## config.mk

```make
export PLATFORM = sky130hd
export DESIGN_NAME = obf_key_loader
export DESIGN_NICKNAME = d
export VERILOG_FILES = /design/src/rtl/obf_key_pkg.sv /design/src/rtl/obf_key_timer.sv /design/src/rtl/obf_key_loader.sv
export SDC_FILE = /design/constraint.sdc
export NUM_CORES = 1
export LEC_CHECK = 0
export ABC_AREA = 0
export CAP_MARGIN = 0
export CORE_UTILIZATION = 53
export CTS_CLUSTER_DIAMETER = 40
export CTS_CLUSTER_SIZE = 8
export DETAILED_ROUTE_END_ITERATION = 10
export GPL_TIMING_DRIVEN = 0
export PLACE_DENSITY = 0.8
export SLEW_MARGIN = 0
export SYNTH_ARGS = -nofsm -noshare
export SYNTH_HDL_FRONTEND = slang
export SYNTH_HIERARCHICAL = 1
export SYNTH_SLANG_ARGS = --single-unit
```

## constraint.sdc

```tcl
create_clock -name CK -period 2.3 [get_ports CK]
set_input_delay 0.46 -clock CK [delete_from_list [all_inputs] [get_ports CK]]
set_output_delay 0.46 -clock CK [all_outputs]
set_load 0.02 [all_outputs]
```

## src/rtl/obf_key_pkg.sv

```systemverilog
// Shared types and default sizing for the obfuscation key loader.
package obf_key_pkg;

  localparam int unsigned KeyWDefault    = 2;
  localparam int unsigned TimeoutDefault = 16;

  typedef enum logic [2:0] {
    StIdle,
    StShift,
    StParity,
    StCommit,
    StError
  } key_state_e;

endpackage

```

## src/rtl/obf_key_timer.sv

```systemverilog
// Idle-cycle watchdog: clear has priority over increment. The expire flag fires on the
// increment that would bring the count to TIMEOUT.
module obf_key_timer #(
  parameter int unsigned TIMEOUT = 16
) (
  input  logic clk,
  input  logic rst_n,
  input  logic clear,
  input  logic incr,
  output logic expire
);

  localparam int unsigned CntW = $clog2(TIMEOUT + 1);

  logic [CntW-1:0] count_q, count_d;

  always_comb begin
    count_d = count_q;
    expire  = 1'b0;
    if (clear) begin
      count_d = '0;
    end else if (incr) begin
      count_d = count_q + CntW'(1);
      expire  = (count_q == CntW'(TIMEOUT - 1));
    end
  end

  always_ff @(posedge clk or negedge rst_n) begin
    if (!rst_n) begin
      count_q <= '0;
    end else begin
      count_q <= count_d;
    end
  end

endmodule

```

## src/rtl/obf_key_loader.sv

```systemverilog
// Serial key loader for a logic-locked core: shifts in KEY_W bits plus an even-parity
// bit, then commits the key to D, or clears D and flags KEY_ERR on parity error/timeout.
module obf_key_loader
  import obf_key_pkg::*;
#(
  parameter int unsigned KEY_W   = KeyWDefault,
  parameter int unsigned TIMEOUT = TimeoutDefault
) (
  input  logic             CK,
  input  logic             RST_N,
  input  logic             LOAD_START,
  input  logic             KEY_IN_VALID,
  input  logic             KEY_IN_BIT,
  output logic             KEY_IN_READY,
  output logic [KEY_W-1:0] D,
  output logic             KEY_VALID,
  output logic             KEY_ERR,
  output logic             BUSY
);

  localparam int unsigned CntW = (KEY_W > 1) ? $clog2(KEY_W) : 1;

  key_state_e      state_q, state_d;
  logic [KEY_W-1:0] shadow_q, shadow_d;
  logic [KEY_W-1:0] d_q, d_d;
  logic [CntW-1:0]  bit_cnt_q, bit_cnt_d;
  logic             key_valid_q, key_valid_d;
  logic             key_err_q, key_err_d;

  logic in_load;
  logic accept;
  logic restart;
  logic timer_clear;
  logic timer_incr;
  logic timer_expire;

  obf_key_timer #(
    .TIMEOUT(TIMEOUT)
  ) u_timer (
    .clk   (CK),
    .rst_n (RST_N),
    .clear (timer_clear),
    .incr  (timer_incr),
    .expire(timer_expire)
  );

  always_comb begin
    state_d     = state_q;
    shadow_d    = shadow_q;
    bit_cnt_d   = bit_cnt_q;
    d_d         = d_q;
    key_valid_d = key_valid_q;
    key_err_d   = key_err_q;

    in_load      = (state_q == StShift) || (state_q == StParity);
    KEY_IN_READY = in_load;
    BUSY         = in_load || (state_q == StCommit);
    accept       = in_load && KEY_IN_VALID;
    restart      = LOAD_START && (state_q != StCommit);
    timer_clear  = restart || accept || !in_load;
    timer_incr   = in_load && !accept;

    if (restart) begin
      // Restart wins over a coincident bit or timeout; the bit is dropped.
      state_d     = StShift;
      shadow_d    = '0;
      bit_cnt_d   = '0;
      key_valid_d = 1'b0;
      key_err_d   = 1'b0;
    end else begin
      unique case (state_q)
        StShift: begin
          if (accept) begin
            shadow_d[bit_cnt_q] = KEY_IN_BIT;
            bit_cnt_d           = bit_cnt_q + CntW'(1);
            if (bit_cnt_q == CntW'(KEY_W - 1)) begin
              state_d = StParity;
            end
          end else if (timer_expire) begin
            state_d     = StError;
            d_d         = '0;
            key_valid_d = 1'b0;
            key_err_d   = 1'b1;
          end
        end
        StParity: begin
          if (accept && (KEY_IN_BIT == ^shadow_q)) begin
            state_d = StCommit;
          end else if (accept || timer_expire) begin
            state_d     = StError;
            d_d         = '0;
            key_valid_d = 1'b0;
            key_err_d   = 1'b1;
          end
        end
        StCommit: begin
          state_d     = StIdle;
          d_d         = shadow_q;
          key_valid_d = 1'b1;
        end
        default: begin
          state_d = state_q;
        end
      endcase
    end
  end

  always_ff @(posedge CK or negedge RST_N) begin
    if (!RST_N) begin
      state_q <= StIdle;
    end else begin
      state_q <= state_d;
    end
  end

  always_ff @(posedge CK or negedge RST_N) begin
    if (!RST_N) begin
      shadow_q    <= '0;
      bit_cnt_q   <= '0;
      d_q         <= '0;
      key_valid_q <= 1'b0;
      key_err_q   <= 1'b0;
    end else begin
      shadow_q    <= shadow_d;
      bit_cnt_q   <= bit_cnt_d;
      d_q         <= d_d;
      key_valid_q <= key_valid_d;
      key_err_q   <= key_err_d;
    end
  end

  assign D         = d_q;
  assign KEY_VALID = key_valid_q;
  assign KEY_ERR   = key_err_q;

endmodule

```

# --- After elaboration in Yosys (flattened, before gate mapping) ---
# Index checks and enable logic that the tools add are counted.
# Widths: inputs -> output; s select.
word_totals:
  ff_bits: 15
  wordCells: 90
classes:
  reduce_logical: 24
  order_cmp: 2
  bitwise_logic: 1
  add_sub_neg: 2
  eq_ne: 17
  n_mux: 37
op_table:
  columns: ["cell", "count"]
  rows:
  - ["$mux 3", 6]
  - ["$mux 1", 16]
  - ["$mux 2", 7]
  - ["$mux 5", 2]
  - ["$reduce_and 5->1", 2]
  - ["$ne 3x3->1 const B", 3]
  - ["$pmux 3 s3", 1]
  - ["$ne 4x4->1 const B", 2]
  - ["$eq 3x2->1 const B", 2]
  - ["$ne 2x2->1 const B", 3]
  - ["$ne 3x2->1 const B", 2]
  - ["$pmux 2 s3", 1]
  - ["$reduce_and 6->1", 1]
  - ["$reduce_bool 2->1", 3]
  - ["$reduce_bool 3->1", 2]
  - ["$add 5x1->5 const B", 1]
  - ["$eq 5x4->1 const B", 1]
  - ["$logic_and 1x1->1", 5]
  - ["$logic_or 1x1->1", 5]
  - ["$ne 4x2->1 const B", 1]
  - ["$reduce_and 4->1", 1]
  - ["$reduce_bool 4->1", 1]
  - ["$eq 3x1->1 const B", 1]
  - ["$pmux 1 s3", 1]
  - ["other kinds (12)", 13]

# --- Depth between registers and ports, before layout ---
logic_depth:
  word_depth: 12
  depth_mapped: 10

# --- Hierarchy ---
# Netlist, hierarchy kept.
modules_own_cells:
  columns: ["module", "cells_per_inst", "instances", "area_each_um2", "seq_area_each_um2"]
  rows:
  - ["obf_key_loader", 60, 1, 589.3, 250.2]
  - ["obf_key_timer", 25, 1, 285.3, 125.1]

# --- Worst setup path after synthesis ---
# OpenSTA, ideal clock, no wires.
synth_path:
  path_type: "register to register"
  start: "register u_timer.count_q[0]"
  end: "register key_err_q (netlist: KEY_ERR)"
  setup_slack_ns: 0.219
  setup_ns: 0.122
  t_arrival_ns: 1.959
  path_stages_with_launch: 10
  path_cell_list: "dfrtp_1 ha_1 and3_1 ha_1 nand2_1 nor2_1 or2_2 a211o_1 o21a_1 a32o_1"
synth_between:
  elab_chain_cells: 6
  elab_cells_between_ends: 7
synth_rtl:
  columns: ["item", "line_no", "source"]
  rows:
  - ["start, declared", "obf_key_timer.sv:15", "logic [CntW-1:0] count_q, count_d;"]
  - ["start signal, assigned", "obf_key_timer.sv:32", "count_q <= count_d;"]
  - ["$eq 5x4->1 (*)", "obf_key_timer.sv:24", "expire = (count_q == CntW'(TIMEOUT - 1));"]
  - ["$mux 1 (*)", "obf_key_timer.sv:22", "end else if (incr) begin"]
  - ["$mux 1 (*)", "obf_key_timer.sv:20", "if (clear) begin"]
  - ["via timer_expire", "obf_key_loader.sv:35", "logic timer_expire;"]
  - ["$logic_or 1x1->1", "obf_key_loader.sv:89", "end else if (accept || timer_expire) begin"]
  - ["$ne 3x2->1 (no line)", null, null]
  - ["$reduce_and 5->1 (no line) (*)", null, null]
  - ["end signal, assigned", "obf_key_loader.sv:128", "key_err_q <= key_err_d;"]
  - ["end, declared", "obf_key_loader.sv:28", "logic key_err_q, key_err_d;"]
# Mark *: on every way through the listed nets, which the timed path passes. The rest lies on a longest branch.
# A chain may end at the register's enable or synchronous reset.

# --- Worst setup path in the final report ---
layout_path:
  start: "register state_q[2]"
  end: "output port BUSY"
layout_between:
  elab_chain_cells: 3
  elab_cells_between_ends: 5
layout_rtl:
  columns: ["item", "line_no", "source"]
  rows:
  - ["start, declared", "obf_key_loader.sv:23", "key_state_e state_q, state_d;"]
  - ["start signal, assigned", "obf_key_loader.sv:110", "state_q <= StIdle;"]
  - ["start signal, assigned", "obf_key_loader.sv:112", "state_q <= state_d;"]
  - ["$eq 3x1->1 / $eq 3x2->1 (equally long branches)", "obf_key_loader.sv:55", "in_load = (state_q == StShift) || (state_q == StParity);"]
  - ["$logic_or 1x1->1", "obf_key_loader.sv:55", null]
  - ["$logic_or 1x1->1 (*)", "obf_key_loader.sv:57", "BUSY = in_load || (state_q == StCommit);"]
  - ["end, declared", "obf_key_loader.sv:18", "output logic BUSY"]
# Every way passes the cells marked *; elsewhere a longest branch is shown, timed or not.

==> impl_metrics.ini <==
[status]
status = finished, final reports clean

[power]
power_density_nw_per_um2 = 1080
power_leakage_nw = 0.475
ir_drop_mv = 0.500

[critical_path]
critPathKind = register to output pin
required_ns = 1.84
r2r_setup_slack_ns = 0.1
cp_data_arrival_time_ns = 1.74
startpoint_type = register
cp-end-kind = output pin
path_max_fanout = 6

[synthesis]
ys_top_cells_by_count = 15 x dfrtp_1, 10 x nor2_1, 7 x nand2_1
async_flop_share_pct = 100
synth_edf_count = 0
yosysSeqAreaShare_pct = 42.9
synth.avg_cell_area_um2 = 10.3
synth_nets = 92
syn_area_um2 = 875
yosysWarnings = 6
ys_ff_latch = 15
synth_top_area_share_pct = 42.9
syn_inst = 85
yosys.area.top_type = dfrtp_1
synth_cell_types = 39
yosys-top-cells-area = dfrtp_1 43%, nor2_1 4.3%, nand2_1 3.0%
synth.most_common_cell = dfrtp_1
synth-main-ff-cell = dfrtp_1

[clock_tree]
htree_levels = 1
clkTransAtPathRegs_ns = 0.10
clkLatencyLatePin_ns = 0.29
cts_root_buf = clkbuf_4
cts_tree = done
cts.sinks = 15
cts_buffers = 3
clock_path_buffers = 2

[final_layout]
antennaDiodeCount = 0
fillerInstances = 109
area_growth_pct = 21.2
final_nets = 109
regArea_um2 = 378
multi_input_area_um2 = 492
final_layout_size_suffix_gt1_share_pct = 20.8

[global_route]
grt_overflow_total = 0
grt_pass1_wl_um = 3000
grt_pass1_vias = 696
grt_start_max_net_pins = 16
antenna_found_initial = 0
grt_use_total_pct = 22.8

[detailed_routing]
wl_um = 1850
drtAntennaViolNets = 0
vias = 709
wire_per_inst_um = 15.8
drc = 0
drt_iter0_drc = 8
vias_per_cell = 6.06
firstDrtPassIters = 4

[placement]
numPortBuffers = 9
place_ws_ns = -0.279
gp_congestion = 0.866
hpwlAfterDp_um = 1270

[floorplanning]
die_y_um = 42.6
initial_core_util_pct = 57.4
die_area_um2 = 1820
rows = 14
ios = 11
die_w_um = 42.6
core_area_um2 = 1520

[sta]
drv_slew = 0
fin_setup_tns_ns = 0
finalCritPeriodShare_pct = 95.8
finalClockSkew_ns = 0.00935
hold_viol = 0
finalWorstSetupSlack_ns = 0.0963
slew_headroom_pct = 55.1
setup_violations = 0
worst_pin_slew_ns = 0.671
fmax_mhz = 454
layout_min_cycle_time_ns = 2.20

[min_path]
hold_class = register to register

[flow_run]
cap_viol_max_count = 0
kinds of logic (layout without fill, tap and decap cells):
| kind of cell | Yosys count | count (layout) | share of synthesized area, % |
|---|---|---|---|
| and+or+nand+nor | 37 | 37 | 24.6 |
| AOI/OAI and AO/OA | 18 | 18 | 16.3 |
| DFF | 15 | 15 | 42.9 |
| buffers and inverters | 6 | 22 | 3.43 |
| xor gates and xnor gates | 4 | 4 | 5.87 |
| muxes | 3 | 3 | 4.01 |
| adders and majority gates | 2 | 2 | 2.86 |
layer usage:
layer | GRT usage, % | share of wire [%] | up-vias
li1 | - | - | 338
met1 | 29.5 | 43 | 345
met2 | 36.7 | 50 | 21
met3 | 4.31 | 4.7 | 5
met4 | 10.6 | 1.7 | 0
met5 | 0 | 0 | -
worst max-delay path, cell delays in order (launching register included):
cell and delay [ns]:
dfrtp_2 0.46, buf_4 0.15, o21ba_2 0.24, clkdlybuf4s50_1 0.60
path summary, 6_finish.rpt:
kind	start	end	cells after the start
max	state_q[2]	BUSY	3
min	D[1]	D[1]	1
max reg2reg	state_q[0]	state_q[2]	9
min reg2reg	D[1]	D[1]	1
max in group asynchronous	RST_N	state_q[2]	1
min in group asynchronous	RST_N	KEY_VALID	1
cell usage in the layout (no fill, tap or decap), drive strengths merged, types with 3 or more instances in the layout:
cell            n
a21oi           3
buf             5
clkbuf          5
clkdlybuf4s50   9
dfrtp          15
inv             3
nand2           7
nor2           10
xnor2           3
flip-flops by register name, summed over array words and instances, names as in the netlist:
name,flops
u_timer/count_q,5
state_q,3
bit_cnt_q,1
KEY_ERR,1
KEY_VALID,1
D,2
shadow_q,2
timing repair:
item                       in CTS  in global routing
setup buffers                   0                  3
gates resized for setup         3                  6
hold buffers                    0                  0
gates cloned                    0                  0
setup endpoints to repair       2                  5
pin swaps                       0                  1
layout make-up:
class                   count  area share (%)
plain buffers               3            1.89
clock buffers               4            2.48
inverters                   3            1.06
multi-input cells          64            46.4
flip-flops and latches     15            35.7
well taps                  16            1.89
repair buffers             12            10.6
metrics by stage:
stage	power [mW]	instance area, µm²	hold WS [ns]	cells	utilization, %
2_1_floorplan	0.743	875	0.164	85	-
3_3_place_gp	0.901	985	0.478	110	64.6
3_5_place_dp	0.919	985	0.490	110	64.6
4_1_cts	1.08	1020	0.513	114	66.7
5_1_grt	1.21	1060	0.521	117	69.5
6_report	1.14	1060	0.512	117	69.5
power breakdown:
group          internal (mW)  switching [mW]
Clock                 0.0676          0.0904
Sequential             0.325          0.0595
Combinational          0.299           0.302
Note: power is estimated with default switching activity, not from simulation.
